## src/rtl/uart_pkg.sv

```systemverilog
// Shared encodings and small helpers for the configurable UART receive engine.
package uart_pkg;

    localparam logic [2:0] IDLE   = 3'd0;
    localparam logic [2:0] START  = 3'd1;
    localparam logic [2:0] DATA   = 3'd2;
    localparam logic [2:0] PARITY = 3'd3;
    localparam logic [2:0] STOP   = 3'd4;

    localparam logic [1:0] PAR_NONE = 2'b00;
    localparam logic [1:0] PAR_EVEN = 2'b01;
    localparam logic [1:0] PAR_ODD  = 2'b10;

    function automatic logic maj3(input logic a, input logic b, input logic c);
        return (a & b) | (a & c) | (b & c);
    endfunction

    // Unsupported widths fall back to the classic 8-bit frame.
    function automatic logic [3:0] eff_dbits(input logic [3:0] d);
        if ((d >= 4'd5) && (d <= 4'd9)) begin
            return d;
        end else begin
            return 4'd8;
        end
    endfunction

endpackage

```

## src/rtl/uart_sync_vote.sv

```systemverilog
// Line synchroniser plus the two-sample history that feeds the 3-way bit vote.
module uart_sync_vote
    import uart_pkg::*;
#(
    parameter int SYNC_STAGES = 2
) (
    input  logic clk,
    input  logic rst,
    input  logic baud_tick_i,
    input  logic rx_i,
    output logic rxs_o,
    output logic voted_o
);

    logic [SYNC_STAGES-1:0] sync_q;
    logic [1:0]             hist_q;

    // Metastability chain; idles high so reset does not look like a start bit.
    always_ff @(posedge clk or posedge rst) begin
        if (rst) begin
            sync_q <= {SYNC_STAGES{1'b1}};
        end else begin
            sync_q <= {sync_q[SYNC_STAGES-2:0], rx_i};
        end
    end

    // The two previous tick samples; the vote at tick n uses n-2, n-1 and n.
    always_ff @(posedge clk or posedge rst) begin
        if (rst) begin
            hist_q <= 2'b11;
        end else if (baud_tick_i) begin
            hist_q <= {hist_q[0], rxs_o};
        end else begin
            hist_q <= hist_q;
        end
    end

    assign rxs_o   = sync_q[SYNC_STAGES-1];
    assign voted_o = maj3(hist_q[1], hist_q[0], rxs_o);

endmodule

```

## src/rtl/uart_rx_fe.sv

```systemverilog
// UART receive engine: 5-9 data bits, optional parity, 1/2 stop bits,
// break detection and a one-deep valid/ready holding register.
module uart_rx_fe
    import uart_pkg::*;
#(
    parameter int DBIT_MAX    = 9,
    parameter int OVS         = 16,
    parameter int SYNC_STAGES = 2
) (
    input  logic                clk,
    input  logic                rst,
    input  logic                baud_tick,
    input  logic                rx_in,
    input  logic [3:0]          cfg_dbits,
    input  logic [1:0]          cfg_parity,
    input  logic                cfg_stop2,
    output logic [DBIT_MAX-1:0] dout,
    output logic                dout_valid,
    input  logic                dout_ready,
    output logic                parity_err,
    output logic                frame_err,
    output logic                break_det,
    output logic                overrun,
    output logic                busy
);

    localparam logic [3:0] TICK_MID  = 4'(OVS / 2 - 1);
    localparam logic [3:0] TICK_LAST = 4'(OVS - 1);

    logic rxs_s, voted_s, bit_end_s, par_en_s, eof_s, brk_s, ferr_fin_s, hs_s;

    logic [2:0]          state_q, state_d;
    logic [3:0]          tick_q, tick_d, bit_q, bit_d, dbits_q, dbits_d;
    logic [1:0]          par_q, par_d;
    logic                stop2_q, stop2_d, perr_q, perr_d, ferr_q, ferr_d;
    logic                zero_q, zero_d, brkf_q, brkf_d, brk_wait_q, brk_wait_d;
    logic [DBIT_MAX-1:0] shift_q, shift_d, dout_q;
    logic                dout_valid_q, perr_out_q, ferr_out_q, break_q, overrun_q, busy_q;

    uart_sync_vote #(.SYNC_STAGES(SYNC_STAGES)) u_sync (
        .clk         (clk),
        .rst         (rst),
        .baud_tick_i (baud_tick),
        .rx_i        (rx_in),
        .rxs_o       (rxs_s),
        .voted_o     (voted_s)
    );

    assign bit_end_s  = (tick_q == TICK_LAST);
    assign par_en_s   = (par_q == PAR_EVEN) || (par_q == PAR_ODD);
    assign ferr_fin_s = ferr_q | ~voted_s;
    assign hs_s       = dout_valid_q & dout_ready;

    // Frame sequencing; everything moves only on baud_tick.
    always_comb begin
        state_d    = state_q;
        tick_d     = tick_q;
        bit_d      = bit_q;
        dbits_d    = dbits_q;
        par_d      = par_q;
        stop2_d    = stop2_q;
        shift_d    = shift_q;
        perr_d     = perr_q;
        ferr_d     = ferr_q;
        zero_d     = zero_q;
        brkf_d     = brkf_q;
        brk_wait_d = brk_wait_q;
        eof_s      = 1'b0;
        brk_s      = 1'b0;
        if (baud_tick) begin
            case (state_q)
                IDLE: begin
                    if (brk_wait_q) begin
                        brk_wait_d = ~rxs_s;
                    end else if (!rxs_s) begin
                        state_d = START;
                        tick_d  = 4'd0;
                        bit_d   = 4'd0;
                        dbits_d = eff_dbits(cfg_dbits);
                        par_d   = cfg_parity;
                        stop2_d = cfg_stop2;
                        shift_d = {DBIT_MAX{1'b0}};
                        perr_d  = 1'b0;
                        ferr_d  = 1'b0;
                        zero_d  = 1'b1;
                        brkf_d  = 1'b0;
                    end else begin
                        state_d = IDLE;
                    end
                end
                START: begin
                    if (tick_q == TICK_MID) begin
                        tick_d  = 4'd0;
                        bit_d   = 4'd0;
                        state_d = rxs_s ? IDLE : DATA;
                    end else begin
                        tick_d = tick_q + 4'd1;
                    end
                end
                DATA: begin
                    if (bit_end_s) begin
                        tick_d  = 4'd0;
                        shift_d = shift_q | (DBIT_MAX'(voted_s) << bit_q);
                        zero_d  = zero_q & ~voted_s;
                        if (bit_q == (dbits_q - 4'd1)) begin
                            bit_d   = 4'd0;
                            state_d = par_en_s ? PARITY : STOP;
                        end else begin
                            bit_d = bit_q + 4'd1;
                        end
                    end else begin
                        tick_d = tick_q + 4'd1;
                    end
                end
                PARITY: begin
                    if (bit_end_s) begin
                        tick_d  = 4'd0;
                        perr_d  = (^shift_q) ^ voted_s ^ (par_q == PAR_ODD);
                        zero_d  = zero_q & ~voted_s;
                        bit_d   = 4'd0;
                        state_d = STOP;
                    end else begin
                        tick_d = tick_q + 4'd1;
                    end
                end
                STOP: begin
                    if (bit_end_s) begin
                        tick_d = 4'd0;
                        ferr_d = ferr_fin_s;
                        if ((bit_q == 4'd0) && stop2_q) begin
                            brkf_d = zero_q & ~voted_s;
                            bit_d  = 4'd1;
                        end else begin
                            // A break is judged on the first stop bit only.
                            brk_s      = (bit_q == 4'd0) ? (zero_q & ~voted_s) : brkf_q;
                            eof_s      = 1'b1;
                            brk_wait_d = brk_s;
                            bit_d      = 4'd0;
                            state_d    = IDLE;
                        end
                    end else begin
                        tick_d = tick_q + 4'd1;
                    end
                end
                default: begin
                    state_d = IDLE;
                    tick_d  = 4'd0;
                    bit_d   = 4'd0;
                end
            endcase
        end else begin
            state_d = state_q;
        end
    end

    // Receiver state, latched frame configuration and shift register.
    always_ff @(posedge clk or posedge rst) begin
        if (rst) begin
            state_q    <= IDLE;
            tick_q     <= 4'd0;
            bit_q      <= 4'd0;
            dbits_q    <= 4'd8;
            par_q      <= PAR_NONE;
            stop2_q    <= 1'b0;
            shift_q    <= {DBIT_MAX{1'b0}};
            perr_q     <= 1'b0;
            ferr_q     <= 1'b0;
            zero_q     <= 1'b0;
            brkf_q     <= 1'b0;
            brk_wait_q <= 1'b0;
            busy_q     <= 1'b0;
        end else begin
            state_q    <= state_d;
            tick_q     <= tick_d;
            bit_q      <= bit_d;
            dbits_q    <= dbits_d;
            par_q      <= par_d;
            stop2_q    <= stop2_d;
            shift_q    <= shift_d;
            perr_q     <= perr_d;
            ferr_q     <= ferr_d;
            zero_q     <= zero_d;
            brkf_q     <= brkf_d;
            brk_wait_q <= brk_wait_d;
            busy_q     <= (state_d != IDLE);
        end
    end

    // Holding register: a completed frame may replace a word being handed off.
    always_ff @(posedge clk or posedge rst) begin
        if (rst) begin
            dout_q       <= {DBIT_MAX{1'b0}};
            dout_valid_q <= 1'b0;
            perr_out_q   <= 1'b0;
            ferr_out_q   <= 1'b0;
            overrun_q    <= 1'b0;
            break_q      <= 1'b0;
        end else begin
            break_q <= brk_s;
            if (eof_s && (!dout_valid_q || hs_s)) begin
                dout_q       <= shift_q;
                dout_valid_q <= 1'b1;
                perr_out_q   <= perr_q;
                ferr_out_q   <= ferr_fin_s;
                overrun_q    <= hs_s ? 1'b0 : overrun_q;
            end else if (eof_s) begin
                overrun_q <= 1'b1;
            end else if (hs_s) begin
                dout_valid_q <= 1'b0;
                overrun_q    <= 1'b0;
            end else begin
                dout_valid_q <= dout_valid_q;
            end
        end
    end

    assign dout       = dout_q;
    assign dout_valid = dout_valid_q;
    assign parity_err = perr_out_q;
    assign frame_err  = ferr_out_q;
    assign break_det  = break_q;
    assign overrun    = overrun_q;
    assign busy       = busy_q;

endmodule

```

## config.mk

```make
export PLATFORM = sky130hd
export DESIGN_NAME = uart_rx_fe
export DESIGN_NICKNAME = d
export VERILOG_FILES = /design/src/rtl/uart_pkg.sv /design/src/rtl/uart_sync_vote.sv /design/src/rtl/uart_rx_fe.sv
export SDC_FILE = /design/constraint.sdc
export NUM_CORES = 1
export LEC_CHECK = 0
export CORE_ASPECT_RATIO = 0.5
export CORE_MARGIN = 10
export CORE_UTILIZATION = 40
export DETAILED_ROUTE_END_ITERATION = 16
export SETUP_SLACK_MARGIN = 0.3
export SYNTH_ARGS = -nofsm -noshare
export SYNTH_HDL_FRONTEND = slang
export SYNTH_SLANG_ARGS = --single-unit
```

## constraint.sdc

```tcl
create_clock -name clk -period 1.9 [get_ports clk]
set_clock_uncertainty 0.2 [all_clocks]
set_input_delay 0.38 -clock clk [delete_from_list [all_inputs] [get_ports clk]]
set_output_delay 0.38 -clock clk [all_outputs]
set_load 0.02 [all_outputs]
```

== Word level (Yosys, flattened, before mapping) ==
Index checks and enable logic that the tools add are counted.

* Add/subtract/negate cells: 3
* Bitwise operators: 14
* Equality and inequality tests: 19
* Magnitude comparators: 2
* Mux-type cells: 61
* Shift-type cells: 1
* Reduce and logical (&&, ||, !) cells: 27

{| class="wikitable"
|+ Operators with widths
! operator !! number
|-
| $mux 4 || 10
|-
| $mux 1 || 29
|-
| $mux 3 || 9
|-
| $mux 9 || 3
|-
| $pmux 4 s5 || 1
|-
| $reduce_and 5->1 || 4
|-
| $pmux 9 s2 || 1
|-
| $ne 2x2->1 const B || 8
|-
| $pmux 3 s5 || 1
|-
| $pmux 4 s3 || 1
|-
| $pmux 1 s2 || 5
|-
| $reduce_bool 2->1 || 5
|-
| $or 9x9->9 || 1
|-
| $reduce_xor 9->1 || 1
|-
| $shl 1x4->9 || 1
|-
| $add 4x1->4 const B || 2
|-
| $reduce_and 4->1 || 2
|-
| $reduce_and 7->1 || 1
|-
| $eq 3x2->1 const B || 2
|-
| $reduce_and 6->1 || 1
|-
| $and 1x1->1 || 5
|-
| $eq 4x3->1 const B || 1
|-
| $eq 4x4->1 || 1
|-
| $eq 4x4->1 const B || 1
|-
| other kinds (22) || 31
|}

* Register bits after elaboration: 51
* Output and inout bits: 15
* Input port bits: 12
* Logic and storage cells: 148

== Logic depth before layout (Yosys ltp) ==
* Depth in word-level cells: 10
* Depth in mapped cells: 8

== Cells and area by module ==
A second synthesis with hierarchy kept.

* Cell total of the unflattened synthesis: 256
* Area total of the unflattened synthesis: 2581.2 um2

{| class="wikitable"
|+ Modules (own cells, without submodules)
! module !! cells an instance !! area each (um2) !! instances
|-
| uart_rx_fe || 248 || 2438.6 || 1
|-
| uart_sync_vote || 8 || 142.6 || 1
|}

== Least setup slack after synthesis ==
No wires, ideal clock.

* Path type: register -> register
* Start: register bit_q[0]
* End: register dout_q[0] (netlist: dout[0])
* Cell stages (with the launch flop): 9
* Library setup time: 0.125 ns
* Clock period less this slack: 2.082 ns
* Required time: 1.575 ns
* Arrival: 1.757 ns
* Path slack: -0.182 ns
* Cell sequence: dfrtp_1 > buf_2 > inv_1 > ha_1 > nand3_1 > nand3_1 > nor3_1 > buf_2 > mux2_2

* Longest elaborated chain between the ends: 7

{| class="wikitable"
|+ Ends and longest elaborated chain
! item !! RTL line !! text
|-
| from (decl) || uart_rx_fe.sv:33 || <nowiki>logic [3:0] tick_q, tick_d, bit_q, bit_d, dbits_q, dbits_d;</nowiki>
|-
| from (signal assigned) || uart_rx_fe.sv:175 || <nowiki>bit_q <= bit_d;</nowiki>
|-
| $logic_not 4->1 || uart_rx_fe.sv:130 || <nowiki>if ((bit_q == 4'd0) && stop2_q) begin</nowiki>
|-
| $logic_and 1x1->1 || uart_rx_fe.sv:130 ||
|-
| $mux 1 || uart_rx_fe.sv:130 ||
|-
| $mux 1 || uart_rx_fe.sv:127 || <nowiki>if (bit_end_s) begin</nowiki>
|-
| $mux 1 || uart_rx_fe.sv:71 || <nowiki>case (state_q)</nowiki>
|-
| $mux 1 || uart_rx_fe.sv:70 || <nowiki>if (baud_tick) begin</nowiki>
|-
| $logic_and 1x1->1 || uart_rx_fe.sv:200 || <nowiki>if (eof_s && (!dout_valid_q || hs_s)) begin</nowiki>
|-
| to (signal assigned) || uart_rx_fe.sv:192 || <nowiki>dout_q <= {DBIT_MAX{1'b0}};</nowiki>
|-
| to (signal assigned) || uart_rx_fe.sv:201 || <nowiki>dout_q <= shift_q;</nowiki>
|-
| to (decl) || uart_rx_fe.sv:37 || <nowiki>logic [DBIT_MAX-1:0] shift_q, shift_d, dout_q;</nowiki>
|}

Every way passes these cells.
A chain may end at the register's enable or synchronous reset.

== Final worst setup path ==
* Start: register dbits_q[1]
* End: register state_q[2]

* Longest elaborated chain between the ends: 6

{| class="wikitable"
|+ Ends and longest elaborated chain
! item !! RTL line !! text
|-
| from (decl) || uart_rx_fe.sv:33 ||
|-
| from (signal assigned) || uart_rx_fe.sv:176 || <nowiki>dbits_q <= dbits_d;</nowiki>
|-
| $sub 4x1->4 || uart_rx_fe.sv:105 || <nowiki>if (bit_q == (dbits_q - 4'd1)) begin</nowiki>
|-
| $eq 4x4->1 || uart_rx_fe.sv:105 ||
|-
| $mux 3 || uart_rx_fe.sv:105 ||
|-
| $mux 3 || uart_rx_fe.sv:101 || <nowiki>if (bit_end_s) begin</nowiki>
|-
| $pmux 3 s5 || uart_rx_fe.sv:71 ||
|-
| $mux 3 || uart_rx_fe.sv:70 ||
|-
| net state_d[2] || uart_rx_fe.sv:32 || <nowiki>logic [2:0] state_q, state_d;</nowiki>
|-
| to (signal assigned) || uart_rx_fe.sv:173 || <nowiki>state_q <= state_d;</nowiki>
|-
| to (decl) || uart_rx_fe.sv:32 ||
|}

The timed path passes the listed nets, and every way through them passes these cells.

==> results_dict.tcl <==
set metrics [dict create \
    run_status "finished with violations" \
    violated_checks "setup timing" \
    post-route-worst-setup-slack_ns -0.1510 \
    dp_hpwl_mm 4.843 \
    tritoncts_clock_tree "done" \
    wl_per_cell_um 17.01 \
    timing.final.crit_share_pct 107.9 \
    power.internal_mw 2.575 \
    worst_path_dominant_cell_family "simple AND/OR/NAND/NOR gates" \
    reg2reg_to "state_q[2]" \
    grt_first_pass_wirelength_mm 11.60 \
    synthToLayoutAreaGrowth_pct 58.93 \
    drive_gt1_share_pct 51.72 \
    remaining_design_rule_violation_count 0 \
    slew-limit-headroom_pct 74.69 \
    leading_post_synthesis_cells_by_cell_area "dfrtp_1 44%, mux2_2 6.0%, dfstp_2 5.0%, xnor2_1 4.6%, nand2_1 3.6%" \
    clockPowerShare_pct 27.8 \
    timing.critical_path.fanout_max 4 \
    place_congestion 0.8927 \
    yosys.cell_count.top_type "dfrtp_1" \
    synthesis.instances 255 \
    synthDominantAreaCellType "dfrtp_1" \
    setup.worst_path.start_class "register" \
    synthesis.nets 272 \
    die_w_um 134.9 \
    drt_pre_antenna_iters 4 \
    grt_util_all_layers_pct 13.67 \
    p_total_mw 3.800 \
    multi_input_comb_area_um2 1758 \
    dominantRegCellSynth "dfrtp_1" \
    final-seq-area_um2 1287 \
    timing.critical_path.required_ns 1.92 \
    vias_per_cell 5.179 \
    worst-path-buf-inv 1 \
    critPathMaxStageDelay_ns 0.44 \
    critical_path_end_type "register" \
    post_synth_most_frequent_cells "46 x dfrtp_1, 25 x nand2_1, 21 x nor2_1" \
    numPortBuffers 26 \
    synth_seq_area_share_pct 48.56 \
    synth.yosys.warnings 0 \
    cp-startpoint "dbits_q[1]" \
    worst_slew_pin_slew_ns 0.3794 \
    initial_util_pct 42.39 \
    cp.depth 7 \
    max-vdd-ir-drop_mv 0.5102 \
    max_clock_freq_mhz 487.6 \
    clock_tree.buffer_depth 2 \
    asyncSetResetFlopFracSynth_pct 100.0 \
    cap_viol_max_count 0 \
    sw_share_pct 32.22 \
    clock_sink_count 51 \
    cp_data_arrival_time_ns 2.07 \
    ctsRootBufferMaster "clkbuf_16" \
    synth-edff-count 0 \
    cts_inserted_buffers 5 \
    global_route.overflow_total 0 \
    proportion_of_netlist_area_held_by_the_largest_area_contributor_pct 43.58 \
    critical_path.endpoint "state_q[2]" \
    antenna_violating_nets_post_route 0 \
    design.portCount 27 \
    critical_path.cell_chain "inv_2 > ha_4 > xnor2_4 > nor4b_4 > a22oi_2 > or3b_4 > o21ai_2" \
    cts-hold-fix-buffers 0 \
    netSwitchingPower_mw 1.224 \
    skew_pair_late_insertion_delay_ns 0.30 \
    finalSetupViolCount 16 \
    routed_wirelength_mm 7.417 \
    diode_count 0 \
    synthDistinctLibCells 58 \
    cellLeakagePower_nw 1.880 \
    postSynthRegisterBits 51 \
    synth.avg_cell_area_um2 10.36 \
    r2r_slack_ns -0.15 \
    crit-reg2reg-launch "dbits_q[1]" \
    pwr_density_cell_nw_per_um2 905.2 \
    finalMaxSlewViolations 0 \
    criticalPathCategory "reg -> reg" \
    dieArea_um2 10450 \
    coreArea_um2 6231 \
    path_clk_slew_ns 0.07 \
    min_period_ns 2.051 \
    min-delay-path-class "reg -> reg" \
    synth.cell_area_um2 2641 \
    cts_max_level 2 \
    antenna_found_initial 0 \
    postLayoutCoreUtil_pct 67.37 \
    setup_total_negative_slack_ns -0.8405 \
    dr_total_vias 2258 \
    die_height_um 77.46 \
    r2r.worst_path.cells 7 \
    rows 20 \
    fin_nets 364 \
    drt_iter0_markers 193 \
    slowest_stage "or3b_4" \
    layout.filler_cells 449 \
    p_comb_share_pct 36.1 \
    grt_pass1_vias 2273 \
    largest_net_degree_at_the_start_of_global_routing 52 \
    rsz0062_at_grt "yes" \
    sequential_group_share_of_total_power_pct 36.1 \
    hold_viol_final 0 \
]
flip-flops by register name, summed over array words and instances (netlist names), 2 cells and up:
register       flops
shift_q            9
dout               9
u_sync.hist_q      2
tick_q             4
dbits_q            4
state_q            3
u_sync.sync_q      2
par_q              2
bit_q              4
area by class of cell:
type                    instances  share of cell area [%]
well taps                      88                   2.623
clock inverters                 2                  0.8346
flip-flops and latches         51                   30.67
multi-input cells             180                   41.88
repair buffers                 98                   19.61
inverters                      11                   1.073
clock buffers                   6                   3.308
what timing repair did:
item / in CTS / in global routing
buffers inserted: 9 / 15
pin swaps: 7 / 20
gates cloned: 2 / 1
gates resized for setup: 47 / 73
endpoints found under the setup margin: 61 / 58
worst min-delay path by stage:
stage                startpoint               end  cells after the start
5_1_grt        u_sync.sync_q[0]  u_sync.sync_q[1]                      0
3_3_place_gp   u_sync.sync_q[0]  u_sync.sync_q[1]                      0
6_report       u_sync.sync_q[0]  u_sync.sync_q[1]                      0
4_1_cts        u_sync.sync_q[0]  u_sync.sync_q[1]                      0
2_1_floorplan  u_sync.sync_q[0]  u_sync.sync_q[1]                      0
3_5_place_dp   u_sync.sync_q[0]  u_sync.sync_q[1]                      0
power by group through the flow:
| stage | Clock, mW | Combinational (mW) | Sequential, mW |
|---|---|---|---|
| floorplan | 0 | 0.722 | 1.30 |
| global placement | 0 | 1.01 | 1.37 |
| detailed placement | 0 | 1.04 | 1.37 |
| CTS | 1.08 | 1.15 | 1.35 |
| global route | 1.12 | 1.48 | 1.39 |
| finish | 1.06 | 1.37 | 1.37 |
worst reg2reg max path, cell delays in order, from the launching register on:
cell,delay (ns)
dfrtp_1,0.39
inv_2,0.09
ha_4,0.22
xnor2_4,0.15
nor4b_4,0.23
a22oi_2,0.14
or3b_4,0.44
o21ai_2,0.11
routing by layer:
metal / wire length (um) / track usage (%) / share of wire, % / vias up
met2: 3494 / 21.39 / 47 / 35
met3: 317 / 3.856 / 4.3 / 9
met4: 78 / 3.888 / 1.1 / 0
met5: 0 / 0 / 0 / -
li1: - / - / - / 1080
met1: 3525 / 18.03 / 48 / 1134
kinds of logic (layout without fill, tap and decap cells):
kind of cell	Yosys count	in the layout	synth area share, %
flops	51	51	48.56
xor+xnor	17	17	5.922
buf+inv	25	117	4.074
simple gates	88	89	17.48
mux	16	16	6.727
fa+ha+maj	6	6	2.748
compound gates	52	52	14.50
placed cells by master (no fill, tap or decap), types with 3 or more instances in the layout:
cell              n
dfrtp_2           4
buf_4            61
inv_1             6
mux2_4           11
o21ai_2           3
ha_4              3
nor2_1           16
mux2_2            3
nor2_4            4
buf_6             9
inv_2             4
clkdlybuf4s15_1   8
dfstp_2           5
xnor2_1           8
o21ai_1           5
clkbuf_2          4
clkdlybuf4s50_1  10
nand3_2           3
a21oi_1           7
clkbuf_16         5
dfrtp_1          42
nand2b_1          4
nor4b_4           3
nand2_1          18
nor3_4            3
nand2_2           5
o21ai_0           5
xnor2_2           5
nand3_1           3
dlygate4sd2_1     3
per-stage QoR:
stage,instances,hold slack (ns),cell area (um^2),setup slack [ns]
after CTS,420,0.1575,3815,-0.1465
after global routing,436,0.1597,4198,-0.2235
final,436,0.1571,4198,-0.1510
after detailed placement,401,0.1491,3450,-0.2834
after global placement,401,0.1472,3450,-0.2702
after floorplan,255,0.1452,2818,-0.03519
(Power assumes the default switching activity.)
